### src/rtl/mini16sc_pkg.sv
// mini16sc_pkg: shared constants and the in-flight tag type for the mini16sc memory arbiter.
package mini16sc_pkg;
   localparam int N_PORTS_DEF = 4;
   localparam int MAX_PORTS   = 8;
   localparam int MEM_LAT_MIN = 1;
   localparam int MEM_LAT_MAX = 4;
   localparam int PORT_W      = $clog2(MAX_PORTS);
   typedef struct packed {
      logic              valid;
      logic              is_read;
      logic [PORT_W-1:0] port;
   } tag_t;
endpackage

### src/rtl/mini16sc_rr_pick.sv
// mini16sc_rr_pick: combinational round-robin pick, first requester at or after ptr (wrapping).
module mini16sc_rr_pick #(
   parameter int N  = 4,
   parameter int IW = $clog2(N)
) (
   input  logic [N-1:0]  req,
   input  logic [IW-1:0] ptr,
   output logic [N-1:0]  grant,
   output logic [IW-1:0] idx,
   output logic          any
);
   logic [IW-1:0] p;
   // Scan farthest-first so the nearest requester to ptr is the last (winning) assignment.
   always_comb begin
      grant = '0;
      idx = '0;
      any = 1'b0;
      p = '0;
      for (int k = N - 1; k >= 0; k--) begin
         p = IW'((int'(ptr) + k) % N);
         if (req[p]) begin
            grant = '0;
            grant[p] = 1'b1;
            idx = p;
            any = 1'b1;
         end
      end
   end
endmodule

### src/rtl/mini16sc_mem_arbiter.sv
// mini16sc_mem_arbiter: round-robin arbiter sharing one RAM port among N_PORTS cores,
// with a tag pipeline routing read data back to the requester in acceptance order.
module mini16sc_mem_arbiter
   import mini16sc_pkg::*;
#(
   parameter int N_PORTS     = N_PORTS_DEF,
   parameter int WIDTH_D     = 16,
   parameter int DEPTH_D     = 12,
   parameter int MEM_LATENCY = 1
) (
   input  logic                       clk,
   input  logic                       reset,
   input  logic [N_PORTS-1:0]         req_valid,
   output logic [N_PORTS-1:0]         req_ready,
   input  logic [N_PORTS-1:0]         req_we,
   input  logic [N_PORTS*DEPTH_D-1:0] req_addr,
   input  logic [N_PORTS*WIDTH_D-1:0] req_wdata,
   output logic [N_PORTS-1:0]         resp_valid,
   output logic [WIDTH_D-1:0]         resp_data,
   output logic [DEPTH_D-1:0]         mem_addr,
   output logic [WIDTH_D-1:0]         mem_wdata,
   output logic                       mem_we,
   input  logic [WIDTH_D-1:0]         mem_rdata
);
   localparam int IW = $clog2(N_PORTS);
   logic [IW-1:0]      rr_ptr;
   logic [IW-1:0]      win;
   logic [N_PORTS-1:0] grant;
   logic               any;
   logic               ret;
   tag_t               tags [MEM_LATENCY+1];
   mini16sc_rr_pick #(.N(N_PORTS), .IW(IW)) u_pick (
      .req  (req_valid),
      .ptr  (rr_ptr),
      .grant(grant),
      .idx  (win),
      .any  (any)
   );
   assign req_ready = reset ? '0 : grant;
   // The last tag stage lines up with mem_rdata for the operation it describes.
   assign ret = tags[MEM_LATENCY].valid & tags[MEM_LATENCY].is_read;
   always_ff @(posedge clk) begin
      if (reset) begin
         rr_ptr <= '0;
         mem_we <= 1'b0;
         mem_addr <= '0;
         mem_wdata <= '0;
         resp_valid <= '0;
         resp_data <= '0;
         for (int k = 0; k <= MEM_LATENCY; k++) tags[k] <= '0;
      end else begin
         mem_we <= any & req_we[win];
         if (any) begin
            mem_addr <= req_addr[win*DEPTH_D +: DEPTH_D];
            mem_wdata <= req_wdata[win*WIDTH_D +: WIDTH_D];
            rr_ptr <= (win == IW'(N_PORTS - 1)) ? '0 : win + 1'b1;
         end
         tags[0] <= '{valid: any, is_read: ~req_we[win], port: PORT_W'(win)};
         for (int k = 1; k <= MEM_LATENCY; k++) tags[k] <= tags[k-1];
         resp_valid <= ret ? N_PORTS'(1) << tags[MEM_LATENCY].port : '0;
         if (ret) resp_data <= mem_rdata;
      end
   end
endmodule

### config.mk
export PLATFORM = sky130hd
export DESIGN_NAME = mini16sc_mem_arbiter
export DESIGN_NICKNAME = d
export VERILOG_FILES = /design/src/rtl/mini16sc_pkg.sv /design/src/rtl/mini16sc_rr_pick.sv /design/src/rtl/mini16sc_mem_arbiter.sv
export SDC_FILE = /design/constraint.sdc
export NUM_CORES = 1
export LEC_CHECK = 0
export ABC_CLOCK_PERIOD_IN_PS = 4300
export CELL_PAD_IN_SITES_DETAIL_PLACEMENT = 0
export CELL_PAD_IN_SITES_GLOBAL_PLACEMENT = 1
export CORE_MARGIN = 1
export CORE_UTILIZATION = 29
export DETAILED_ROUTE_END_ITERATION = 8
export PLACE_DENSITY_LB_ADDON = 0.3
export SETUP_SLACK_MARGIN = 0.4
export SYNTH_ARGS = -nofsm -noshare
export SYNTH_HDL_FRONTEND = slang
export SYNTH_HIERARCHICAL = 1
export SYNTH_SLANG_ARGS = --single-unit
export TNS_END_PERCENT = 30
### constraint.sdc
create_clock -name clk -period 4.3 [get_ports clk]
set_input_delay 1.29 -clock clk [delete_from_list [all_inputs] [get_ports clk]]
set_output_delay 1.29 -clock clk [all_outputs]
set_load 0.01 [all_outputs]
==> impl_results.md, run 1 <==
- Crit path from: req_valid[2]
- Final nets: about 670
- Worst Path Max Fanout: 6
- Global Route Usage Sum: 17.0%
- Sink Count: 59
- Die area: 0.0128 sq mm
- Drt via density: just under 5
- Total grt overflow: 0
- Hold slack: 435 ps
- Max-Cap Viols: 0
- Worst VDD drop: around 270 uV
- Initial core utilization: between 20 and 30%
- CTS tree: yes
- Syn Std Cell Area: around 0.0036 sq mm
- Max-slew headroom: 27.2%
- Mean Syn Cell Area: 10.6 sq um
- Final WS setup: around 360 ps
- Clk_lat worst skew: ~320 ps
- Register area: ~0.0012 sq mm
- Seq pwr share: a little under a quarter
- Post-synthesis register bit count: slightly below 60
- Register area share after synthesis: approximately a third
- Clock share of power: 25.8%
- Crit end category: output port
- Crit path required time: 3010 ps
- Primary FF master, synth: dfxtp_1
- # hold bufs at CTS: 0
- Post-synth EDFFs: 0
- Unrepaired setup endpoints after global routing: true
- Vias in the first global route: ~3400
- Share of the synthesized area in the top cell type: around a third
- Largest stage delay, worst path: about 520 ps
- Setup Viol. Count Final: 0
- Top cell type by total area after synthesis: dfxtp_1
- Synth async-reset ratio: 0%
- Crit Path Class: in -> out
- Clock root buffer: clkbuf_16
- Post-route ant nets: 0
- Status: finished, final reports clean
- Cells along the critical path: buf_8 -> mux4_2 -> nor2b_4 -> a22oi_2 -> a31oi_1 -> nor2b_2 -> buf_2
- Net Sw Frac: approximately 34%
- Place WS: -501 ps
- Setup TNS: 0 ps
- Die Y: 113 um
- Fin cells: 678
- Layout fillers: about 1100
- Element type at the critical path start: input port
- WL met2: 5.04 mm
- DRT met1 WL: between 4 and 5 mm
- DR DRC count: 0
- Largest net degree at the start of global routing: 60
- Initial antenna violation count: 0
- Post-Syn Nets: 486
- IO Pins: roughly 190
- Power Total: between 3 and 4 mW
- Crit path DAT: 2650 ps
- Area taken by multi-input logic gates: about 0.0022 sq mm
- P_sw: ~1.1 mW
- Logic gate share of total power: about half
- Initial drt markers: 100
- Yosys cell types: between 40 and 50
- Clk pin slew, worst setup/hold paths: 50 ps
- P&R area growth vs syn: 66.9%
- RR Startpoint: rr_ptr[0]
- Int Power: roughly 2.1 mW
- Routed length on met3: between 1 and 1.5 mm
- Vias: roughly 3400
- Highest metal used: met4
- First-pass iteration count of the detailed router: 5
- Synth Instances: between 300 and 400
- Dpl hpwl: 8.01 mm
- Post-Route WL: between 10 and 15 mm
- Hold Startpoint: tags[0][3]
- Final instance area: between 0.005 and 0.006 sq mm
- Cell Pwr Density: 536 mW/mm^2
- Pleak: roughly 2.3 nW
- Fin crit share: between 90% and 100%
- Max Clk Rate: roughly 250 MHz
- Layout cell share with drive strength beyond 1: 21.1%
- YS warnings: 6
- Clock skew: 4.83 ps
- Die X: 113 um
- Dpl cells: 661
- Min-Delay Path Class: reg -> reg
- Slew Limit Fails: 0
- Synth cell count leaders: dfxtp_1, mux2i_1, or3b_2
- H-tree depth: 3
- Ant. Diodes: 0
- Gpl congestion: approximately 0.85
- Placed inst area: about 0.0056 sq mm
- Crit path time final: roughly 3900 ps
- Final Hold Viols: 0
- Row count: 40
- Clk buf depth: 2
- Wire per inst: 15.9 um
- Worst-Margin Slew: between 1000 and 1500 ps
- Core footprint: between 0.01 and 0.015 sq mm
- Layout Utilization: a little under 50%
- First-pass GRT wire length: 17.2 mm
- Number of port buffers: between 150 and 200
- Most frequent cell after synthesis: dfxtp_1
- Ranking of synthesized cells by area: dfxtp_1, mux2i_1, o221ai_2
- Cell at the slowest stage of the critical path: mux4_2
- Cts bufs inserted: 9
-- power by group through the flow --
stage | combinational, mW | clock (mW) | sequential [mW]
finish | 1.62 | 0.826 | 0.758
global route | 1.74 | 0.869 | 0.777
CTS | 1.63 | 0.846 | 0.761
detailed placement | 1.61 | 0 | 0.767
global placement | 1.60 | 0 | 0.763
floorplan | 0.975 | 0 | 0.806
-- critical path: cells and delay by family --
family / cells / cell delay [ps]
AND/OR/NAND/NOR: 2 / 360
buffers and inverters: 2 / 230
AO/OA/AOI/OAI: 2 / 240
multiplexers: 1 / 520
-- sequential cells by signal (all words and copies together), names as in the netlist --
name,count
mem_we,1
mem_wdata,16
resp_valid,4
rr_ptr,2
resp_data,16
tags,8
mem_addr,12
-- worst paths after layout --
path	end	slack [ps]	cells after the start
max reg2reg	rr_ptr[1]	1500	9
min reg2reg	tags[0][8]	440	1
min	tags[0][8]	440	1
max	req_ready[2]	360	7
-- per-layer routing --
metal	vias to the layer above	GRT usage [%]
met5	-	0
met3	6	6.32
met4	0	4.91
met1	1550	20.1
met2	151	28.5
li1	1663	-
-- layout by cell type, fill, tap and decap left out, types with 11 or more instances in the layout --
cell type	instances
a21bo_1	13
a21oi_1	20
buf_4	17
clkdlybuf4s50_1	181
dfxtp_1	59
mux2i_1	57
nand3_1	16
nor2b_1	11
o221ai_2	20
or3b_2	29
-- what timing repair did --
action | 4_1_cts | 5_1_grt
pin swaps | 5 | 1
endpoints found under the hold margin | 0 | 0
endpoints found under the setup margin | 4 | 4
gates resized for setup | 47 | 1
cloned | 0 | 0
buffers inserted | 1 | 0
-- area by class of cell --
class | count | area share, %
flip-flops and latches | 59 | 19.8
clock buffers | 11 | 4.06
multi-input cells | 242 | 36.6
repair buffers | 210 | 34.5
well taps | 147 | 3.08
clock inverters | 5 | 1.68
inverters | 4 | 0.251
-- kinds of logic after synthesis --
logic type	after synthesis	share of synthesized area, %
AO/OA/AOI/OAI	78	20.3
AND/OR/NAND/NOR	91	17.2
flip-flops	59	33.0
adder cells (fa/ha/maj)	9	3.14
multiplexers	64	19.6
buffers and inverters	38	6.81
Power figures use the tool's default switching activity.
==> run 2, diff against run 1 <==
--- a/config.mk
+++ b/config.mk
@@ -8,6 +8,7 @@
 export ABC_CLOCK_PERIOD_IN_PS = 4300
 export CELL_PAD_IN_SITES_DETAIL_PLACEMENT = 0
 export CELL_PAD_IN_SITES_GLOBAL_PLACEMENT = 1
+export CORE_ASPECT_RATIO = 1.25
 export CORE_MARGIN = 1
 export CORE_UTILIZATION = 29
 export DETAILED_ROUTE_END_ITERATION = 8
==> run 2 against run 1 <==
Net effect:
- clock power fell by 20%
- count of clock-buffer cells in the layout rose by 2
- total power fell by 6.2%
- first-iteration DRC count fell by 4.0%
- register-to-register slack improved by 20 ps
- worst hold slack got worse by 4.6 ps
- flip-flop and latch count did not move
- non-clock buffer count rose by 1
- worst setup slack got worse by 43 ps
- via count fell by 1.0%
- fmax fell by 1.1%
==> impl_results.md, run 2 (same netlist as run 1, synthesis figures left out) <==
- Cell Pwr Density: 505 mW/mm^2 (was 536 mW/mm^2)
- Total grt overflow: 0 (unchanged)
- Die Y: 126 um (was 113 um)
- Hold depth: 1 (unchanged)
- P&R area growth vs syn: 65.9% (was 66.9%)
- Hold Startpoint: tags[0][3] (unchanged)
- Top Registers: mem_wdata (16), resp_data (16), mem_addr (12) (unchanged)
- Worst VDD drop: 210 uV (was 267 uV)
- Sink Count: 59 (unchanged)
- Crit path from: req_valid[2] (unchanged)
- Drt via density: 4.80 (was 4.97)
- Min-Delay Path Class: reg -> reg (unchanged)
- Layout fillers: 1171 (was 1118)
- RR Startpoint: rr_ptr[0] (unchanged)
- Element type at the critical path start: input port (unchanged)
- Initial drt markers: 96 (was 100)
- Setup TNS: 0 ps (unchanged)
- Layout cell share with drive strength beyond 1: 20.9% (was 21.1%)
- Ant. Diodes: 0 (unchanged)
- Clk buf depth: 2 (unchanged)
- Flop-to-flop setup slack: 1520 ps (was 1500 ps)
- Final nets: 674 (was 673)
- Row count: 45 (was 40)
- Cells along the critical path: buf_8 -> buf_6 -> mux4_2 -> nor2b_4 -> a22oi_2 -> a31oi_1 -> nor2b_2 -> buf_2 (was buf_8 -> mux4_2 -> nor2b_4 -> a22oi_2 -> a31oi_1 -> nor2b_2 -> buf_2)
- Most frequent cells in the layout: clkdlybuf4s50_1, dfxtp_1, mux2i_1 (unchanged)
- Core footprint: 0.0121 sq mm (was 0.0120 sq mm)
- Crit path to: req_ready[2] (unchanged)
- Largest stage delay, worst path: 460 ps (was 520 ps)
- DR DRC count: 0 (unchanged)
- Most common cell after layout, fill and taps aside: clkdlybuf4s50_1 (unchanged)
- First-pass GRT wire length: 16.1 mm (was 17.2 mm)
- Worst Path Max Fanout: 7 (was 6)
- Dpl hpwl: 7.75 mm (was 8.01 mm)
- WL met2: 5.09 mm (was 5.04 mm)
- Crit path time final: 3980 ps (was 3940 ps)
- H-tree depth: 3 (unchanged)
- Initial core utilization: 29.6% (was 29.8%)
- Initial antenna violation count: 0 (unchanged)
- Largest net degree at the start of global routing: 39 (was 60)
- Cts bufs inserted: 9 (unchanged)
- Final Hold Viols: 0 (unchanged)
- Max-Cap Viols: 0 (unchanged)
- R2r endpoint: mem_we (was rr_ptr[1])
- First-pass iteration count of the detailed router: 4 (was 5)
- Worst-Margin Slew: 1080 ps (was 1090 ps)
- Cell at the slowest stage of the critical path: mux4_2 (unchanged)
- Die X: 101 um (was 113 um)
- Crit path required time: 3010 ps (about the same)
- Unrepaired setup endpoints after global routing: true (unchanged)
- Crit Path Class: in -> out (unchanged)
- Clk_lat worst skew: 320 ps (about the same)
- Max-slew headroom: 28.2% (was 27.2%)
- Wire per inst: 14.7 um (was 15.9 um)
- Post-route ant nets: 0 (unchanged)
- Crit end category: output port (unchanged)
- Pleak: 2.24 nW (was 2.26 nW)
- IO Pins: 191 (unchanged)
- Setup Viol. Count Final: 0 (unchanged)
- Die area: 0.0128 sq mm (about the same)
- Max Clk Rate: 251 MHz (was 254 MHz)
- Routed length on met3: 829 um (was 1.02 mm)
- Vias: 3336 (was 3370)
- Vias in the first global route: 3386 (was 3409)
- # hold bufs at CTS: 0 (unchanged)
- Fin crit share: 92.5% (was 91.5%)
- Clock root buffer: clkbuf_16 (unchanged)
- Clk pin slew, worst setup/hold paths: 50 ps (about the same)
- Gpl congestion: 0.840 (was 0.846)
- Status: finished, final reports clean (unchanged)
- Crit path DAT: 2690 ps (was 2650 ps)
- Post-Route WL: 10.2 mm (was 10.8 mm)
- Global Route Usage Sum: 16.2% (was 17.0%)
- Layout Utilization: 49.1% (was 49.8%)
- Slew Limit Fails: 0 (unchanged)
- DRT met1 WL: 4.15 mm (was 4.60 mm)
- Number of port buffers: 190 (unchanged)
- CTS tree: yes (unchanged)
- Clock skew: 5.39 ps (was 4.83 ps)
- Highest metal used: met4 (unchanged)
- Worst Reg-to-Reg Cells: 8 (was 9)
==> run 2: what timing repair did <==
item / in CTS / in global routing
resized for setup: 44 / 7
hold endpoints to repair: 0 / 0
setup endpoints to repair: 4 / 4
setup buffers: 2 / 2
pin swaps: 5 / 2
==> run 2: metrics by stage <==
stage	area, sq um	cells	hold slack, ps	worst slack, ps	total power [mW]
after floorplan	3580	339	414	513	1.78
after global placement	5610	676	420	-450	2.33
after detailed placement	5610	676	422	-503	2.35
after CTS	5910	693	433	344	3.04
after global routing	5940	695	447	273	3.19
final	5940	695	430	321	3.00
==> run 2: routing by layer <==
layer  GRT usage (%)  up-vias
met5               0        -
met3            4.99        9
li1                -     1669
met2            28.6      145
met4            6.91        0
met1            17.7     1513
==> run 2: how the worst min path moves through the flow <==
| stage | end | slack, ps |
|---|---|---|
| detailed placement | tags[0][8] | 420 |
| global placement | tags[0][8] | 420 |
| global route | tags[0][6] | 450 |
| finish | tags[0][8] | 430 |
| CTS | tags[0][8] | 430 |
| floorplan | tags[0][5] | 410 |
==> run 2: layout make-up <==
cell class / count / area (sq um) / area share, %
Clock buffer: 13 / 270 / 4.55
Clock inverter: 2 / 10.0 / 0.168
Inverter: 4 / 15.0 / 0.253
Multi-Input combinational cell: 242 / 2180 / 36.7
Sequential cell: 59 / 1180 / 19.9
Tap cell: 164 / 205 / 3.45
Timing Repair Buffer: 211 / 2080 / 35.0
==> run 2: worst max-delay path, delay by kind of cell <==
| family | cells | cell delay, ps |
|---|---|---|
| AOI/OAI and AO/OA | 2 | 270 |
| buffers and inverters | 3 | 340 |
| muxes | 1 | 460 |
| and+or+nand+nor | 2 | 320 |
==> run 2: power by group <==
part           switching, mW  internal [mW]  leakage (nW)  total [mW]
Sequential            0.0762          0.679         0.485       0.755
Clock                  0.230          0.431         0.141       0.661
Combinational          0.733          0.853          1.61        1.59
Total                   1.04           1.96          2.24        3.00
